<file path="config.mk">
export PLATFORM = sky130hd
export DESIGN_NAME = stopwatch_ctrl_flat
export DESIGN_NICKNAME = d
export VERILOG_FILES = /design/src/rtl/stopwatch_ctrl_pkg.sv /design/src/rtl/stopwatch_ctrl_if.sv /design/src/rtl/stopwatch_ctrl_btn_debounce.sv /design/src/rtl/stopwatch_ctrl.sv /design/src/flat_wrapper.sv
export SDC_FILE = /design/constraint.sdc
export NUM_CORES = 1
export LEC_CHECK = 0
export ABC_AREA = 1
export BUFFER_PORTS_ARGS = -buffer_cell sky130_fd_sc_hd__buf_2
export CELL_PAD_IN_SITES_DETAIL_PLACEMENT = 0
export CELL_PAD_IN_SITES_GLOBAL_PLACEMENT = 1
export CORE_UTILIZATION = 44
export CTS_CLUSTER_SIZE = 16
export DETAILED_ROUTE_END_ITERATION = 6
export PLACE_DENSITY_LB_ADDON = 0.1
export SYNTH_ARGS = -nofsm -noshare
export SYNTH_HDL_FRONTEND = slang
export SYNTH_SLANG_ARGS = --single-unit
</file>
<file path="constraint.sdc">
create_clock -name clk -period 3.92 [get_ports clk]
set_clock_uncertainty 0.05 [all_clocks]
set_input_delay 0.784 -clock clk [delete_from_list [all_inputs] [get_ports clk]]
set_output_delay 0.784 -clock clk [all_outputs]
set_load 0.01 [all_outputs]
</file>
<file path="src/rtl/stopwatch_ctrl_pkg.sv">
// Shared types and constants for the stopwatch run/lap/clear controller.
package stopwatch_ctrl_pkg;

  localparam int STATE_W = 2;
  localparam int LAP_W   = 4;
  localparam int N_BTN   = 3;

  localparam int BTN_SS  = 0;
  localparam int BTN_LAP = 1;
  localparam int BTN_CLR = 2;

  typedef enum logic [STATE_W-1:0] {
    ST_IDLE = 2'd0,
    ST_RUN  = 2'd1,
    ST_LAP  = 2'd2,
    ST_STOP = 2'd3
  } state_e;

  typedef enum logic [1:0] {
    CMD_NONE,
    CMD_CLR,
    CMD_SS,
    CMD_LAP
  } cmd_e;

  function automatic logic [LAP_W-1:0] lap_sat_inc(input logic [LAP_W-1:0] v,
                                                   input logic [LAP_W-1:0] lim);
    return (v >= lim) ? v : v + 1'b1;
  endfunction

endpackage

</file>
<file path="src/rtl/stopwatch_ctrl_if.sv">
// Button inputs and control outputs of the stopwatch controller.
interface stopwatch_ctrl_if;
  logic                                 start_stop;
  logic                                 lap_btn;
  logic                                 clr_btn;
  logic                                 run_en;
  logic                                 cnt_clr;
  logic                                 disp_hold;
  logic                                 lap_strobe;
  logic [stopwatch_ctrl_pkg::LAP_W-1:0]   lap_cnt;
  logic [stopwatch_ctrl_pkg::STATE_W-1:0] state;

  modport master (
    output start_stop, lap_btn, clr_btn,
    input  run_en, cnt_clr, disp_hold, lap_strobe, lap_cnt, state
  );

  modport slave (
    input  start_stop, lap_btn, clr_btn,
    output run_en, cnt_clr, disp_hold, lap_strobe, lap_cnt, state
  );
endinterface

</file>
<file path="src/rtl/stopwatch_ctrl_btn_debounce.sv">
// Raw button -> 2-FF sync -> stability debouncer -> single press pulse on debounced rising edge.
module stopwatch_ctrl_btn_debounce #(
  parameter int DEB_CYCLES = 50000,
  parameter int DEB_W      = 16
) (
  input  logic clk,
  input  logic rst,
  input  logic btn_raw,
  output logic btn_press
);
  localparam logic [DEB_W-1:0] CNT_LAST = DEB_W'(DEB_CYCLES - 1);

  logic             sync1_q, sync2_q;
  logic             deb_q, deb_d, deb_prev_q;
  logic             arm_q, arm_d;
  logic [DEB_W-1:0] cnt_q, cnt_d;
  logic [DEB_W-1:0] arm_cnt_q, arm_cnt_d;

  always_comb begin
    cnt_d = cnt_q;
    deb_d = deb_q;
    if (sync2_q == deb_q) begin
      cnt_d = '0;
    end else if (cnt_q == CNT_LAST) begin
      cnt_d = '0;
      deb_d = ~deb_q;
    end else begin
      cnt_d = cnt_q + 1'b1;
    end
  end

  // A button held through reset must be seen released for a full debounce
  // window before presses are accepted; the sync stages are included so the
  // reset-cleared flops cannot fake a released button.
  always_comb begin
    arm_d     = arm_q;
    arm_cnt_d = arm_cnt_q;
    if (!arm_q) begin
      if (sync1_q || sync2_q || deb_q) begin
        arm_cnt_d = '0;
      end else if (arm_cnt_q == CNT_LAST) begin
        arm_d = 1'b1;
      end else begin
        arm_cnt_d = arm_cnt_q + 1'b1;
      end
    end
  end

  always_ff @(posedge clk) begin
    if (rst) begin
      sync1_q    <= 1'b0;
      sync2_q    <= 1'b0;
      deb_q      <= 1'b0;
      deb_prev_q <= 1'b0;
      cnt_q      <= '0;
      arm_q      <= 1'b0;
      arm_cnt_q  <= '0;
    end else begin
      sync1_q    <= btn_raw;
      sync2_q    <= sync1_q;
      deb_q      <= deb_d;
      deb_prev_q <= deb_q;
      cnt_q      <= cnt_d;
      arm_q      <= arm_d;
      arm_cnt_q  <= arm_cnt_d;
    end
  end

  assign btn_press = arm_q & deb_q & ~deb_prev_q;

endmodule

</file>
<file path="src/rtl/stopwatch_ctrl.sv">
// Run/lap/clear controller: debounced button commands sequence a 4-state FSM with registered outputs.
module stopwatch_ctrl
  import stopwatch_ctrl_pkg::*;
#(
  parameter int DEB_CYCLES = 50000,
  parameter int DEB_W      = 16,
  parameter int LAP_MAX    = 15
) (
  input  logic             clk,
  input  logic             rst,
  stopwatch_ctrl_if.slave  ctrl_if
);
  localparam logic [LAP_W-1:0] LAP_LIM = LAP_W'(LAP_MAX);

  logic [N_BTN-1:0] btn_raw;
  logic [N_BTN-1:0] press;
  cmd_e             cmd;

  state_e           state_q;
  logic             run_en_q, cnt_clr_q, disp_hold_q, lap_strobe_q;
  logic [LAP_W-1:0] lap_cnt_q;

  assign btn_raw[BTN_SS]  = ctrl_if.start_stop;
  assign btn_raw[BTN_LAP] = ctrl_if.lap_btn;
  assign btn_raw[BTN_CLR] = ctrl_if.clr_btn;

  for (genvar gi = 0; gi < N_BTN; gi++) begin : g_btn
    stopwatch_ctrl_btn_debounce #(
      .DEB_CYCLES (DEB_CYCLES),
      .DEB_W      (DEB_W)
    ) u_deb (
      .clk       (clk),
      .rst       (rst),
      .btn_raw   (btn_raw[gi]),
      .btn_press (press[gi])
    );
  end

  // Only the highest-priority pulse is considered; the others are dropped
  // even if that command is meaningless in the current state.
  always_comb begin
    cmd = CMD_NONE;
    if (press[BTN_CLR])      cmd = CMD_CLR;
    else if (press[BTN_SS])  cmd = CMD_SS;
    else if (press[BTN_LAP]) cmd = CMD_LAP;
  end

  always_ff @(posedge clk) begin
    if (rst) begin
      state_q      <= ST_IDLE;
      run_en_q     <= 1'b0;
      cnt_clr_q    <= 1'b0;
      disp_hold_q  <= 1'b0;
      lap_strobe_q <= 1'b0;
      lap_cnt_q    <= '0;
    end else begin
      cnt_clr_q    <= 1'b0;
      lap_strobe_q <= 1'b0;
      unique case (state_q)
        ST_IDLE: begin
          if (cmd == CMD_CLR) begin
            cnt_clr_q <= 1'b1;
          end else if (cmd == CMD_SS) begin
            state_q  <= ST_RUN;
            run_en_q <= 1'b1;
          end
        end
        ST_RUN: begin
          if (cmd == CMD_SS) begin
            state_q  <= ST_STOP;
            run_en_q <= 1'b0;
          end else if (cmd == CMD_LAP) begin
            state_q      <= ST_LAP;
            disp_hold_q  <= 1'b1;
            lap_strobe_q <= 1'b1;
            lap_cnt_q    <= lap_sat_inc(lap_cnt_q, LAP_LIM);
          end
        end
        ST_LAP: begin
          if (cmd == CMD_SS) begin
            state_q     <= ST_STOP;
            run_en_q    <= 1'b0;
            disp_hold_q <= 1'b0;
          end else if (cmd == CMD_LAP) begin
            state_q     <= ST_RUN;
            disp_hold_q <= 1'b0;
          end
        end
        ST_STOP: begin
          if (cmd == CMD_CLR) begin
            state_q   <= ST_IDLE;
            cnt_clr_q <= 1'b1;
            lap_cnt_q <= '0;
          end else if (cmd == CMD_SS) begin
            state_q  <= ST_RUN;
            run_en_q <= 1'b1;
          end
        end
      endcase
    end
  end

  assign ctrl_if.state      = state_q;
  assign ctrl_if.run_en     = run_en_q;
  assign ctrl_if.cnt_clr    = cnt_clr_q;
  assign ctrl_if.disp_hold  = disp_hold_q;
  assign ctrl_if.lap_strobe = lap_strobe_q;
  assign ctrl_if.lap_cnt    = lap_cnt_q;

endmodule
</file>
<file path="src/flat_wrapper.sv">
// flat-port wrapper written by rule: the top's interface ports become plain ports
module stopwatch_ctrl_flat import stopwatch_ctrl_pkg::*;
#(
  parameter int DEB_CYCLES = 50000,
  parameter int DEB_W      = 16,
  parameter int LAP_MAX    = 15
)
  (clk, rst, ctrl_if_start_stop, ctrl_if_lap_btn, ctrl_if_clr_btn, ctrl_if_run_en, ctrl_if_cnt_clr, ctrl_if_disp_hold, ctrl_if_lap_strobe, ctrl_if_lap_cnt, ctrl_if_state);
  stopwatch_ctrl_if ctrl_if_i ();
  input  logic clk;
  input  logic rst;
  input wire logic [$bits(ctrl_if_i.start_stop)-1:0] ctrl_if_start_stop;
  input wire logic [$bits(ctrl_if_i.lap_btn)-1:0] ctrl_if_lap_btn;
  input wire logic [$bits(ctrl_if_i.clr_btn)-1:0] ctrl_if_clr_btn;
  output wire logic [$bits(ctrl_if_i.run_en)-1:0] ctrl_if_run_en;
  output wire logic [$bits(ctrl_if_i.cnt_clr)-1:0] ctrl_if_cnt_clr;
  output wire logic [$bits(ctrl_if_i.disp_hold)-1:0] ctrl_if_disp_hold;
  output wire logic [$bits(ctrl_if_i.lap_strobe)-1:0] ctrl_if_lap_strobe;
  output wire logic [$bits(ctrl_if_i.lap_cnt)-1:0] ctrl_if_lap_cnt;
  output wire logic [$bits(ctrl_if_i.state)-1:0] ctrl_if_state;
  assign ctrl_if_i.start_stop = ctrl_if_start_stop;
  assign ctrl_if_i.lap_btn = ctrl_if_lap_btn;
  assign ctrl_if_i.clr_btn = ctrl_if_clr_btn;
  assign ctrl_if_run_en = ctrl_if_i.run_en;
  assign ctrl_if_cnt_clr = ctrl_if_i.cnt_clr;
  assign ctrl_if_disp_hold = ctrl_if_i.disp_hold;
  assign ctrl_if_lap_strobe = ctrl_if_i.lap_strobe;
  assign ctrl_if_lap_cnt = ctrl_if_i.lap_cnt;
  assign ctrl_if_state = ctrl_if_i.state;
  stopwatch_ctrl #(.DEB_CYCLES(DEB_CYCLES), .DEB_W(DEB_W), .LAP_MAX(LAP_MAX)) u_core (.clk(clk), .rst(rst), .ctrl_if(ctrl_if_i));
endmodule
</file>
# Word-level counts from Yosys, hierarchy flattened
# Index checks and enable logic that the tools add are counted.
# Widths: inputs -> output; s select.
dict set report totals {
  reg_bits 121
  in_bits 5
  out_inout_bits 10
  wordCells 151
}
dict set report op_classes {
  add_sub_neg 7
  magnitude_cmp 1
  n_eq_ne 28
  n_mux 42
  bitwise_logic 20
  reduce_logical 26
}
# op n
set op_table {}
lappend op_table {{$add 16x1->16 const B} 6}
lappend op_table {{$eq 16x16->1 const B} 6}
lappend op_table {{$mux 16} 6}
lappend op_table {{$mux 2} 10}
lappend op_table {{$mux 1} 18}
lappend op_table {{$mux 4} 4}
lappend op_table {{$ne 2x2->1 const B} 7}
lappend op_table {{$not 1->1} 14}
lappend op_table {{$reduce_and 2->1} 6}
lappend op_table {{$reduce_or 3->1} 4}
lappend op_table {{$eq 2x2->1 const B} 4}
lappend op_table {{$ne 2x1->1 const B} 4}
lappend op_table {{$pmux 2 s4} 1}
lappend op_table {{$pmux 4 s2} 1}
lappend op_table {{$and 1x1->1} 6}
lappend op_table {{$logic_or 1x1->1} 6}
lappend op_table {{$ne 3x1->1 const B} 2}
lappend op_table {{$reduce_and 3->1} 2}
lappend op_table {{$reduce_or 2->1} 3}
lappend op_table {{$reduce_and 5->1} 1}
lappend op_table {{$add 4x1->4 const B} 1}
lappend op_table {{$eq 2x1->1 const B} 2}
lappend op_table {{$ge 4x4->1 const B} 1}
lappend op_table {{$pmux 1 s2} 2}
lappend op_table {{other kinds (4)} 7}

# Longest topological paths before layout
dict set report depth {
  ltp_word 9
  mapped_depth 11
}

# By module
# From an unflattened synthesis, not the netlist that was laid out.
dict set report hier_totals {
  cells_unflattened 1025
  area_unflattened_um2 6708.9
}
# module n_inst cells_each area_each_um2 seq_area_each_um2
set by_module_without_submodules {}
lappend by_module_without_submodules {{stopwatch_ctrl_btn_debounce (u_core.g_btn[0].u_deb ...)} 2 291 1949.4 740.7}
lappend by_module_without_submodules {{stopwatch_ctrl_btn_debounce (u_core.g_btn[2].u_deb)} 1 349 2163.3 740.7}
lappend by_module_without_submodules {stopwatch_ctrl 1 94 646.9 200.2}

# Worst setup path before layout
# OpenSTA, ideal clock, no wires.
dict set report synth_path {
  kind {in2reg}
  start {in rst}
  end {reg u_core.g_btn[2].u_deb.cnt_q[11]}
  arrival_ps 1473
  path_slack_ps 2328
  cell_stages 6
  path_buffers 1
  path_cell_list {inv_1 -> nand2_1 -> a21oi_1 -> o21ai_4 -> buf_6 -> a21oi_1}
}
dict set report synth_between {
  elab_chain_cells 1
}
# element line
set synth_lines {}
lappend synth_lines {{start, declared} flat_wrapper.sv:11} ;# input logic rst;
lappend synth_lines {{$reduce_or 3->1 (no line)} n/a}
lappend synth_lines {{end signal, assigned} stopwatch_ctrl_btn_debounce.sv:63} ;# cnt_q <= cnt_d;
lappend synth_lines {{end, declared} stopwatch_ctrl_btn_debounce.sv:16} ;# logic [DEB_W-1:0] cnt_q, cnt_d;
# Every way passes these cells.
# A chain may end at the register's enable or synchronous reset.

# Final worst setup path
dict set report layout_path {
  start {reg u_core.state_q[1], in the netlist u_core.ctrl_if.state[1]}
  end {out ctrl_if_state[1]}
}
# element line
set layout_lines {}
lappend layout_lines {{start, declared} stopwatch_ctrl.sv:19} ;# state_e state_q;
lappend layout_lines {{start signal, assigned} stopwatch_ctrl.sv:50} ;# state_q <= ST_IDLE;
lappend layout_lines {{start signal, assigned} stopwatch_ctrl.sv:64} ;# state_q <= ST_RUN;
lappend layout_lines {{start signal, assigned} stopwatch_ctrl.sv:70} ;# state_q <= ST_STOP;
lappend layout_lines {{end, declared} flat_wrapper.sv:20} ;# output wire logic [$bits(ctrl_if_i.state)-1:0] ctrl_if_state;
# No word-level cell between the ends.

==> impl_results.md <==
* Status: finished with violations
* Failing checks: design-rule violations
* Critical path arrival at 1.00 ns
* Fin nets at 1,044
* Synth area leaders: dfxtp_1 36%, nand2_1 13%, nor2_1 12%, nand3_1 6.7%, inv_1 5.8%
* Clock Tree Buf Depth at 2
* Syn Inst Count at 1,012
* Slew margin rel. at 58.4%
* Max Fclk at between 0.5 and 0.6 GHz
* Vias in the first global route at 5,599
* Delay-heaviest family, CP: flip-flops
* TritonRoute pass-1 iters at 7
* CTS H-tree depth at 4
* Yosys cell types at 36
* Max-cap viol count at 0
* Fin. Hold Viols at 0
* Insertion delay to the later sink of the worst-skew pair at ~0.42 ns
* Die height at 125 µm
* Post-CTS Setup Repair Bufs at 0
* Crit path cell chain: buf_2
* Clock power frac at about 54%
* LEAKAGE at 2.76 nW
* Via/cell ratio at between 4 and 5
* Cts repair resizes at 0
* Top-area cell type share of the netlist area at 36.2%
* Dpl hpwl at ~10 mm
* Finish-stage setup viols at 0
* YS warnings at 0
* Fin. max-slew vios at 0
* Startpoint types: register
* Iter 0 DRT Violations at between 300 and 400
* Grt total ovfl at 0
* Io pins at 15
* Commonest non-fill, non-tap cell in the layout: nand2_1
* CTS Buf Count at 17
* Worst min-delay path class: register to register
* Initial Util at between 40% and 50%
* Post-synth EDFFs at 0
* Avg Inst Size Synth at around 6.6 µm²
* Critical path fanouts, max at 5
* Antenna Nets Post-Route at 0
* PortBufs at 14
* Site row count at 44
* Sink Count at about 120
* Combinational share of power at roughly 2.2%
* CTS tree: built
* CTS clock-pin slew for the worst setup and hold paths at about 0.050 ns
* Root Driver: clkbuf_16
* Initial antenna violation count at 0
* Most frequent cells in the layout: 232 x nand2_1, 210 x nor2_1, 121 x dfxtp_1
* DR vias at 6,001
* Worst path required time at ~3.1 ns
* CP Buf/Inv Count at 1
* Syn-to-layout area delta at 11.2%
* N_diodes at 0
* Crit. End Element: output port
* Sw frac at between 20% and 30%
* Routed wire per std cell at 12.1 µm
* Die Wd at approximately 130 µm
* Hold Buf Count CTS at 0
* Pint at between 2 and 2.5 mW
* Pin count of the biggest net entering global routing at 56
* Delay of the slowest critical-path stage at approximately 0.42 ns
* Minimum clock period at between 1.5 and 2 ns
* DP Area at a little under 0.007 mm²
* DRC viols at 1
* RD Place Congestion at 0.835
* Ratio of cells with drive above 1 in the final layout at roughly 9.8%
* Critical path class: register to output port
* Period utilisation layout at between 40% and 50%
* Setup TNS Final at 0 ns
* Syn nets at ~1,000
* Synthesized cell area at 0.00668 mm²
* Post-synthesis sequential area ratio at 36.2%
* Yosys top cell by area: dfxtp_1
* Net Sw Power at 0.621 mW
* Core box area at 0.0147 mm²
* First-pass GRT wire length at approximately 26 mm
* Die area at ~0.016 mm²
* Prevailing post-synth register cell: dfxtp_1
* Max rail drop VDD at 318 µV
* Ys async rst share at 0%
* Worst path slowest cell: dfxtp_1
* Post-Route WL at between 10 and 15 mm
* Worst Tran Pin Value at 0.623 ns
* GRT Resource Usage Total at between 20% and 30%
* Hold slack at between 0.3 and 0.4 ns
* P per Cell Area at roughly 380 mW/mm²
* RSZ-0062 raised after global routing: false
* Flop pwr share at between 40 and 50%
* Final cell area excluding filler cells at 0.00743 mm²
* Register bit count reported by yosys at between 100 and 150
## worst register-to-register path: cells and delay by family, from the launching register on
family        cells  cell delay (ns)
flops             1             0.37
fa+ha+maj         1             0.28
simple gates      7             0.96
buf+inv           1             0.10
## cell type report
| cell class | instances | area (µm²) |
|---|---|---|
| fillers | 1598 | 7270 |
| multi-input cells | 762 | 3720 |
| flip-flops and latches | 121 | 2420 |
| clock buffers | 18 | 439 |
| inverters | 110 | 413 |
| well taps | 184 | 230 |
| clock inverters | 14 | 131 |
| repair buffers | 15 | 77.6 |
## Yosys cell counts, types with 2 or more instances
library cell and number:
nor3_1 21, nor3_4 2, buf_4 3, or2_2 3, nor4_1 9, or2_0 3, nor2_4 4, nand3_1 89
o21ai_0 16, nand3_2 6, nand2_2 17, nand2_1 232, a21oi_1 55, clkbuf_1 7, buf_6 6, nor3b_1 5
xnor2_1 6, ha_1 12, nor3_2 3, inv_1 103, nor2_2 6, xor2_1 23, o21bai_1 2, nand2_4 3
dfxtp_1 121, nand4_1 26, inv_2 7, nand3b_1 3, nor2_1 210, buf_2 3
## power groups by stage
stage	sequential [mW]	clock [mW]	combinational (mW)
floorplan	1.27	0	0.0468
global placement	1.27	0	0.0626
detailed placement	1.27	0	0.0631
CTS	1.25	1.55	0.0632
global route	1.25	1.61	0.0699
finish	1.25	1.51	0.0620
## registers in the layout, indices dropped and copies added (netlist names)
| register | cells |
|---|---|
| u_core.ctrl_if.disp_hold | 1 |
| u_core.ctrl_if.state | 2 |
| u_core.g_btn.u_deb.sync1_q | 3 |
| u_core.g_btn.u_deb.deb_prev_q | 3 |
| u_core.ctrl_if.run_en | 1 |
| u_core.g_btn.u_deb.cnt_q | 48 |
| u_core.g_btn.u_deb.sync2_q | 3 |
| u_core.g_btn.u_deb.arm_q | 3 |
| u_core.g_btn.u_deb.deb_q | 3 |
| u_core.ctrl_if.lap_cnt | 4 |
| u_core.ctrl_if.lap_strobe | 1 |
| u_core.g_btn.u_deb.arm_cnt_q | 48 |
| u_core.ctrl_if.cnt_clr | 1 |
## path summary, 6_finish.rpt
path	from	end	slack, ns	cells after the start
worst max-delay path	u_core.ctrl_if.state[1]$_SDFFE_PP0P_	ctrl_if_state[1]	2.09	1
worst min-delay path	u_core.g_btn[1].u_deb.cnt_q[0]$_SDFF_PP0_	u_core.g_btn[1].u_deb.cnt_q[0]$_SDFF_PP0_	0.39	1
worst max register to register	u_core.g_btn[1].u_deb.arm_cnt_q[1]$_SDFFE_PP0P_	u_core.g_btn[1].u_deb.arm_cnt_q[9]$_SDFFE_PP0P_	2.10	9
worst min register to register	u_core.g_btn[1].u_deb.cnt_q[0]$_SDFF_PP0_	u_core.g_btn[1].u_deb.cnt_q[0]$_SDFF_PP0_	0.39	1
## layer usage
layer	GRT usage [%]	vias up	part of all wire, %
met3	5.35	9	2.7
met4	5.67	0	0.69
li1	-	3266	-
met5	0	-	0
met1	27.2	2666	53
met2	31.8	60	44
## cells by family (layout without fill, tap and decap cells)
| logic type | count (synthesis) | in the layout | synth area share [%] |
|---|---|---|---|
| buf+inv | 129 | 157 | 8.14 |
| compound gates | 76 | 76 | 5.99 |
| simple gates | 645 | 645 | 43.6 |
| fa+ha+maj | 12 | 12 | 2.25 |
| xor+xnor | 29 | 29 | 3.80 |
| flops | 121 | 121 | 36.2 |
## through the flow
step	setup WS, ns	std cells	power (mW)	utilization, %
2_1_floorplan	2.33	1012	1.32	-
3_3_place_gp	1.87	1192	1.34	46.7
3_5_place_dp	1.81	1192	1.34	46.7
4_1_cts	2.07	1224	2.86	50.6
5_1_grt	1.93	1224	2.93	50.6
6_report	2.09	1224	2.82	50.6
(Power assumes the default switching activity.)
